===== config.mk =====
export PLATFORM = sky130hd
export DESIGN_NAME = cpu_phase_clock_gen
export DESIGN_NICKNAME = d
export VERILOG_FILES = /design/src/rtl/cpu_phase_clock_gen.sv
export SDC_FILE = /design/constraint.sdc
export NUM_CORES = 1
export LEC_CHECK = 0
export ABC_AREA = 1
export CORE_AREA = 2 2 89 91
export DETAILED_ROUTE_END_ITERATION = 10
export DIE_AREA = 0 0 91 93
export GPL_TIMING_DRIVEN = 0
export PLACE_DENSITY = 0.8
export SLEW_MARGIN = 20
export SYNTH_ARGS = -nofsm -noshare
export SYNTH_HDL_FRONTEND = slang
export SYNTH_SLANG_ARGS = --single-unit

===== constraint.sdc =====
create_clock -name clk -period 4.8 [get_ports clk]
set_input_delay 0.72 -clock clk [delete_from_list [all_inputs] [get_ports clk]]
set_output_delay 0.72 -clock clk [all_outputs]
set_load 0.01 [all_outputs]

===== src/rtl/cpu_phase_clock_gen.sv =====
// cpu_phase_clock_gen: phi1/phi2 and slow-bus clock enables with slow-access cycle stretching
module cpu_phase_clock_gen #(
    parameter int PH_WIDTH       = 8,
    parameter int NUM_SLOW       = 2,
    parameter int RESET_PHASE_M1 = 4,
    parameter int RESET_RATIO_M1 = 1
) (
    input  logic                clk,
    input  logic                reset_n,
    input  logic                cfg_valid,
    input  logic                cfg_write,
    input  logic [1:0]          cfg_select,
    input  logic [31:0]         cfg_wdata,
    output logic [31:0]         cfg_rdata,
    input  logic                cpu_slow_access,
    input  logic [2:0]          cpu_slow_channel,
    output logic [1:0]          phi,
    output logic                enable_cpu,
    output logic                phase_tick,
    output logic [NUM_SLOW-1:0] slow_high,
    output logic [NUM_SLOW-1:0] slow_rise,
    output logic [NUM_SLOW-1:0] slow_fall,
    output logic                reset_cpu
);
    typedef enum logic {PHI1, PHI2} state_t;
    state_t                  state, state_next;
    logic                    stretch, stretch_next;
    logic [2:0]              stretch_ch, stretch_ch_next, ch;
    logic [PH_WIDTH-1:0]     phase_m1, active_phase_m1, pcnt;
    logic                    halt, stall_inc, cfg_wr;
    logic [15:0]             stall_count;
    logic [4*NUM_SLOW-1:0]   ratios;
    logic [7:0]              rise8, fall8;
    logic [31:0]             sel0_image;
    logic                    unused;

    assign unused     = ^cfg_wdata;
    assign cfg_wr     = cfg_valid & cfg_write;
    assign phase_tick = pcnt == active_phase_m1;
    assign phi        = state == PHI2 ? 2'b10 : 2'b01;

    always_ff @(posedge clk or negedge reset_n)
        if (!reset_n) begin
            pcnt            <= '0;
            active_phase_m1 <= PH_WIDTH'(RESET_PHASE_M1);
            phase_m1        <= PH_WIDTH'(RESET_PHASE_M1);
            reset_cpu       <= 1'b0;
            halt            <= 1'b0;
            stall_count     <= '0;
        end else begin
            pcnt <= phase_tick ? '0 : pcnt + 1'b1;
            if (phase_tick) active_phase_m1 <= phase_m1;
            if (cfg_wr && cfg_select == 2'd0) begin
                phase_m1  <= cfg_wdata[PH_WIDTH-1:0];
                reset_cpu <= cfg_wdata[16];
                halt      <= cfg_wdata[17];
            end
            if (cfg_wr && cfg_select == 2'd2) stall_count <= '0;
            else if (stall_inc && stall_count != 16'hFFFF) stall_count <= stall_count + 1'b1;
        end

    for (genvar k = 0; k < NUM_SLOW; k++) begin : g_slow
        logic [3:0] ratio, active_ratio, scnt;
        logic       high, wrap;
        assign wrap         = phase_tick && scnt == active_ratio;
        assign slow_rise[k] = wrap & ~high;
        assign slow_fall[k] = wrap & high;
        assign slow_high[k] = high;
        assign ratios[4*k+:4] = ratio;
        always_ff @(posedge clk or negedge reset_n)
            if (!reset_n) begin
                ratio        <= 4'(RESET_RATIO_M1);
                active_ratio <= 4'(RESET_RATIO_M1);
                scnt         <= '0;
                high         <= 1'b0;
            end else begin
                if (phase_tick) scnt <= wrap ? '0 : scnt + 1'b1;
                if (wrap) begin
                    active_ratio <= ratio;
                    high         <= ~high;
                end
                if (cfg_wr && cfg_select == 2'd1) ratio <= cfg_wdata[4*k+:4];
            end
    end

    always_comb begin
        rise8 = '0;
        fall8 = '0;
        rise8[NUM_SLOW-1:0] = slow_rise;
        fall8[NUM_SLOW-1:0] = slow_fall;
    end

    always_ff @(posedge clk or negedge reset_n)
        if (!reset_n) begin
            state      <= PHI1;
            stretch    <= 1'b0;
            stretch_ch <= '0;
        end else begin
            state      <= state_next;
            stretch    <= stretch_next;
            stretch_ch <= stretch_ch_next;
        end

    // A stretched cycle waits in phi1 for the slow rise and in phi2 for the slow fall
    always_comb begin
        state_next      = state;
        stretch_next    = stretch;
        stretch_ch_next = stretch_ch;
        enable_cpu      = 1'b0;
        stall_inc       = 1'b0;
        ch              = stretch ? stretch_ch : cpu_slow_channel;
        if (phase_tick && !halt) begin
            if (state == PHI1) begin
                if (cpu_slow_access || stretch) begin
                    stretch_next    = 1'b1;
                    stretch_ch_next = ch;
                    state_next      = rise8[ch] ? PHI2 : PHI1;
                    stall_inc       = !rise8[ch];
                end else begin
                    state_next = PHI2;
                end
            end else if (!stretch || fall8[stretch_ch]) begin
                state_next   = PHI1;
                enable_cpu   = 1'b1;
                stretch_next = 1'b0;
            end else begin
                stall_inc = 1'b1;
            end
        end
    end

    always_comb begin
        sel0_image = '0;
        sel0_image[PH_WIDTH-1:0] = phase_m1;
        sel0_image[16] = reset_cpu;
        sel0_image[17] = halt;
    end

    assign cfg_rdata = cfg_select == 2'd0 ? sel0_image :
                       cfg_select == 2'd1 ? 32'(ratios) :
                       cfg_select == 2'd2 ? {16'h0, stall_count} : '0;
endmodule


Word level (Yosys, flattened, before mapping)
Index checks and enable logic that the tools add are counted.
Word-level totals
  latch bits: 0
  word-level logic and storage cells: 82
  memories: 0
  memory bits (read-only): 0
  input bits: 42
  memory bits (writable): 0
  register bits: 73
  output and inout bits: 43
Cells by class
  equal/unequal tests: 7
  divide/modulo/power cells: 0
  add/subtract/negate cells: 4
  multiplexer cells: 27
  bitwise operators: 8
  reductions and logical operators: 17
  multiply operators: 0
  magnitude comparators: 2
  shift-type cells: 0
Operator list (number)
  16-bit 2-to-1 mux: 4
  18-bit 2-to-1 mux: 1
  16-bit by 1-bit adder with 16-bit output, second input constant: 1
  16-bit != test, second input constant: 1
  1-bit 2-to-1 mux: 15
  4-bit by 1-bit adder with 4-bit output, second input constant: 2
  8-bit by 1-bit adder with 8-bit output, second input constant: 1
  4-bit equality test: 2
  8-bit equality test: 1
  3-bit by 4-bit < comparator with 1-bit output, second input constant: 2
  4-bit 2-to-1 mux: 2
  8-bit 2-to-1 mux: 1
  1-bit logical AND: 7
  1-bit binary-select mux with 3-bit select: 2
  3-bit AND reduction: 2
  1-bit bitwise AND: 5
  2-bit nonzero test: 2
  1-bit logical NOT: 3
  3-bit 2-to-1 mux: 1
  1-bit NOT: 3
  2-bit by 1-bit equality test with 1-bit output, second input constant: 1
  2-bit equality test, second input constant: 1
  2-bit logical NOT: 1
  1-bit logical OR: 2
  other kinds (2): 2

Longest topological paths before layout
  depth after elaboration: 12
  mapped depth: 15
  depth with buffers taken out: 14

Least setup slack after synthesis
No wires, ideal clock.
  kind: register to output
  from: register active_phase_m1[2]
  to: output enable_cpu
  slack: 2.548 ns
  stages on the path, launching flop included: 13
  arrival time: 1.532 ns
  path buffers: 0
  required time: 4.080 ns
  cell sequence: dfstp_2 inv_1 nand2_1 nand2_1 nor2_1 nand2_1 nor2_4 nand3_1 nand2_1 nand3_1 nand2_1 nand2_1 nor2_1
Between the ends
  cells in the longest elaborated chain, start to end: 9
  elaborated cells on any way between the ends: 12
  those cells by class: eq/ne: 1; mux: 5; bitwise: 2; reduce/logical: 4
RTL lines
  start, declared: line 29  | logic [PH_WIDTH-1:0] phase_m1, active_phase_m1, pcnt;
  start signal, assigned: line 45  | active_phase_m1 <= PH_WIDTH'(RESET_PHASE_M1);
  start signal, assigned: line 52  | if (phase_tick) active_phase_m1 <= phase_m1;
  8-bit equality test (*): line 39  | assign phase_tick = pcnt == active_phase_m1;
  1-bit logical AND: line 65  | assign wrap = phase_tick && scnt == active_ratio;
  1-bit bitwise AND: line 67  | assign slow_fall[k] = wrap & high;
  1-bit binary-select mux with 3-bit select: line 122  | end else if (!stretch || fall8[stretch_ch]) begin
  1-bit 2-to-1 mux (implied by the code): line 122
  1-bit logical OR: line 122
  1-bit 2-to-1 mux: line 122
  1-bit 2-to-1 mux: line 113  | if (state == PHI1) begin
  1-bit 2-to-1 mux (*): line 112  | if (phase_tick && !halt) begin
  end, declared: line 18  | output logic enable_cpu,
Every way passes the cells marked *; elsewhere a longest branch is shown, timed or not. The select of a mux whose other input is x is not followed.

Worst setup path after layout
  from: register active_phase_m1[2]
  to: output phase_tick
Between the ends
  cells in the longest elaborated chain, start to end: 1
RTL lines
  8-bit equality test: line 39
  end, declared: line 19  | output logic phase_tick,
No other way between the ends.

==> metrics.txt <==
# TYPE chip_impl_metric gauge
chip_impl_metric{name="share_of_cells_above_drive_strength_1",unit=""} 0.0934
chip_impl_info{name="timing.critical_path.to",value="phase_tick"} 1
chip_impl_metric{name="stdcell_area",unit="sq um"} 4890
chip_impl_info{name="status",value="finished, final reports clean"} 1
chip_impl_metric{name="timing_hold_violations_final",unit=""} 0
chip_impl_metric{name="power.leakage",unit="nW"} 2.43
chip_impl_metric{name="worst_skew_pair.late_latency",unit="ps"} 360
chip_impl_metric{name="finalCriticalPeriod",unit="ps"} 3560
chip_impl_metric{name="yosys_register_bits",unit=""} 73
chip_impl_metric{name="setup_total_negative_slack",unit="ps"} 0
chip_impl_metric{name="via_count",unit=""} 3657
chip_impl_metric{name="fin_skew",unit="ps"} 11.6
chip_impl_metric{name="net-switching-power",unit="mW"} 0.733
chip_impl_metric{name="maximum_level_of_the_cts_h_tree",unit=""} 3
chip_impl_metric{name="min_period_over_period",unit=""} 0.742
chip_impl_metric{name="grt_overflow",unit=""} 0
chip_impl_metric{name="detailedPlacementHpwl",unit="um"} 6980
chip_impl_info{name="yosys-top-cells-count",value="nand2_1 (149), inv_1 (78), dfrtp_1 (67)"} 1
chip_impl_metric{name="cts_post_setup_buffers_inserted",unit=""} 0
chip_impl_metric{name="ff2ff_path_depth",unit=""} 13
chip_impl_info{name="dominant_cell_by_count_in_the_synthesized_netlist",value="nand2_1"} 1
chip_impl_info{name="synth.largest_area_cell",value="dfrtp_1"} 1
chip_impl_info{name="worstReg2RegStart",value="active_phase_m1[2]"} 1
chip_impl_metric{name="cts_bufs_inserted",unit=""} 9
chip_impl_metric{name="final-max-slew-violation-count",unit=""} 0
chip_impl_metric{name="wl",unit="um"} 9320
chip_impl_metric{name="rows",unit=""} 32
chip_impl_metric{name="power.share.combinational",unit=""} 0.300
chip_impl_metric{name="post_dp_cell_area",unit="sq um"} 4720
chip_impl_metric{name="initial_antenna_violation_count",unit=""} 0
chip_impl_metric{name="register_area",unit="sq um"} 1830
chip_impl_metric{name="die_width",unit="um"} 91
chip_impl_metric{name="critPathRequiredTime",unit="ps"} 4080
chip_impl_info{name="crit_start",value="active_phase_m1[2]"} 1
chip_impl_metric{name="rrSetupSlack",unit="ps"} 2560
chip_impl_metric{name="seqPwrFrac",unit=""} 0.478
chip_impl_metric{name="finalSetupViolCount",unit=""} 0
chip_impl_info{name="yosys-top-cells-area",value="dfrtp_1 (42%), nand2_1 (14%), inv_1 (7.3%)"} 1
chip_impl_metric{name="layout.nets",unit=""} 651
chip_impl_info{name="ys.flop_type",value="dfrtp_1"} 1
chip_impl_info{name="worst-setup-path-type",value="reg2out"} 1
chip_impl_metric{name="ys_seq_area_frac",unit=""} 0.455
chip_impl_info{name="unrepaired_setup_endpoints_after_global_routing",value="false"} 1
chip_impl_metric{name="holdWs",unit="ps"} 252
chip_impl_metric{name="floorplan.die_area",unit="sq um"} 8460
chip_impl_metric{name="synth_top_area_frac",unit=""} 0.416
chip_impl_metric{name="postSynthAreaPerCell",unit="sq um"} 7.58
chip_impl_metric{name="final.fill_count",unit=""} 663
chip_impl_info{name="tritoncts",value="done"} 1
chip_impl_metric{name="cts_hold_buf",unit=""} 0
chip_impl_metric{name="route.detailed.drc",unit=""} 0
chip_impl_metric{name="max-clock-path-buffers",unit=""} 2
chip_impl_metric{name="grt_max_degree",unit=""} 51
chip_impl_metric{name="multiInputGateArea",unit="sq um"} 1740
chip_impl_info{name="root_buffer",value="clkbuf_8"} 1
chip_impl_metric{name="intPower",unit="mW"} 1.25
chip_impl_metric{name="cts.sinks",unit=""} 73
chip_impl_metric{name="post_synth_instance_area",unit="sq um"} 4040
chip_impl_metric{name="synthDistinctLibCells",unit=""} 33
chip_impl_metric{name="ant_nets",unit=""} 0
chip_impl_metric{name="start_util",unit=""} 0.536
chip_impl_metric{name="placement.io_buffers",unit=""} 48
chip_impl_info{name="crit_path_start_kind",value="flop"} 1
chip_impl_metric{name="total_of_warnings_raised_by_yosys",unit=""} 0
chip_impl_metric{name="synth_enable_flop_cells",unit=""} 0
chip_impl_metric{name="power_per_cell_area",unit="nW/um^2"} 405
chip_impl_metric{name="max-slew-margin-rel",unit=""} 0.552
chip_impl_metric{name="core",unit="sq um"} 7530
chip_impl_metric{name="switching_part_of_the_total_power",unit=""} 0.370
chip_impl_metric{name="die_height",unit="um"} 93
chip_impl_info{name="endpoint_kind",value="output port"} 1
chip_impl_metric{name="num_antenna_cells",unit=""} 0
chip_impl_metric{name="layout-area-overhead-vs-synth",unit="%"} 21.1
chip_impl_metric{name="maxCapViolations",unit=""} 0
chip_impl_metric{name="post_drt_via_cell_ratio",unit=""} 5.14
chip_impl_metric{name="first_pass_iters",unit=""} 5
chip_impl_metric{name="worst-endpoint-arrival",unit="ps"} 2840
chip_impl_info{name="crit-reg2reg-capture",value="stall_count[8]"} 1
chip_impl_metric{name="share_clk_of_total_power",unit=""} 0.221
chip_impl_metric{name="netlist_instances",unit=""} 532
chip_impl_metric{name="grt_first_pass_wirelength",unit="um"} 15700
chip_impl_metric{name="via_count_of_the_first_global_routing_pass",unit=""} 3587
chip_impl_metric{name="avgRoutedWirePerCell",unit="um"} 13.1
chip_impl_metric{name="max_slew.worst_pin.slew",unit="ps"} 670
chip_impl_metric{name="gp_congestion",unit=""} 0.910
chip_impl_metric{name="track_usage",unit=""} 0.231
chip_impl_info{name="hp-class",value="in2async"} 1
chip_impl_metric{name="first_iter_violations",unit=""} 228
chip_impl_metric{name="postSynth.asyncResetShare",unit=""} 1.00
chip_impl_metric{name="maximum_vdd_ir_drop",unit="mV"} 0.192
chip_impl_metric{name="critical_path_peak_fanout",unit=""} 10
chip_impl_metric{name="maxClockFrequency",unit="MHz"} 281
chip_impl_metric{name="path_clk_slew",unit="ps"} 80
chip_impl_metric{name="cts_repair_resize_count",unit=""} 0
chip_impl_metric{name="design.portCount",unit=""} 85
## worst min path at each step
stage,from,to,slack (ps),cells after the start
2_1_floorplan,reset_n,active_phase_m1[0],420,0
3_3_place_gp,g_slow[0].active_ratio[0],g_slow[0].active_ratio[0],470,2
3_5_place_dp,g_slow[0].active_ratio[0],g_slow[0].active_ratio[0],480,2
4_1_cts,reset_n,phase_m1[5],260,1
5_1_grt,reset_n,phase_m1[7],270,1
6_report,reset_n,reset_cpu,250,1
## registers in the layout, summed over array words and instances (netlist names), 2 cells and up
register / flops
g_slow.scnt: 8
stretch_ch: 3
g_slow.ratio: 8
g_slow.active_ratio: 8
pcnt: 8
stall_count: 16
g_slow.high: 2
active_phase_m1: 8
phase_m1: 8
## per-layer routing
layer / vias to the layer above / part of all wire / GRT usage
met5: - / 0 / 0
met4: 0 / 0.018 / 0.0884
met3: 23 / 0.052 / 0.0540
met2: 111 / 0.50 / 0.402
met1: 1727 / 0.43 / 0.281
li1: 1796 / - / -
## worst max-delay path: stages (launching register included)
cell and delay (ps):
dfstp_2 540, inv_1 50, nand2_1 50, nand2_1 50, nor2_1 70, nand2_1 90, nor2_4 200, clkbuf_1 390
clkbuf_1 400, clkdlybuf4s50_1 620
## power groups by stage
stage                     clock (mW)  combinational (mW)  sequential [mW]
after floorplan                    0               0.433            0.910
after global placement             0               0.562            0.945
after detailed placement           0               0.595            0.956
after CTS                      0.440               0.599            0.944
after global routing           0.465               0.680            0.966
final                          0.439               0.595            0.948
## per-stage QoR
stage | util | worst slack [ps] | std cells | total power [mW]
2_1_floorplan | - | 2550 | 545 | 1.34
3_3_place_gp | 0.623 | 536 | 695 | 1.51
3_5_place_dp | 0.627 | 1490 | 696 | 1.55
4_1_cts | 0.649 | 1210 | 712 | 1.98
5_1_grt | 0.649 | 1070 | 712 | 2.11
6_report | 0.649 | 1240 | 712 | 1.98
## area by class of cell
cell class,count,area share
Multi-Input combinational cell,359,0.356
Timing Repair Buffer,49,0.103
Inverter,80,0.0614
Tap cell,102,0.0261
Clock inverter,6,0.00896
Sequential cell,73,0.375
Buffer,33,0.0427
Clock buffer,10,0.0261
## kinds of logic after synthesis
group / count (synthesis) / synth area share
AO/OA/AOI/OAI: 66 / 0.0909
XOR/XNOR: 19 / 0.0412
buffers and inverters: 113 / 0.126
other: 1 / 0.000929
flip-flops: 73 / 0.455
adder cells (fa/ha/maj): 4 / 0.0124
AND/OR/NAND/NOR: 256 / 0.274
## layout by cell type, fill, tap and decap left out, types with 3 or more instances in the layout
master           instances
xnor2_1                  5
inv_1                   78
nand3_1                 33
ha_1                     4
clkbuf_8                 9
nand2_1                149
clkdlybuf4s50_1         47
nand4_1                 18
nor3_1                   5
conb_1                  14
xor2_1                  14
dfrtp_1                 67
clkinvlp_4               4
buf_2                    5
a21oi_1                  9
clkbuf_1                10
o21ai_0                 44
buf_4                   19
nor2_1                  40
dfstp_2                  6
o211ai_1                 7
nor2_2                   3
No activity file was read; power rests on OpenSTA's default activity.
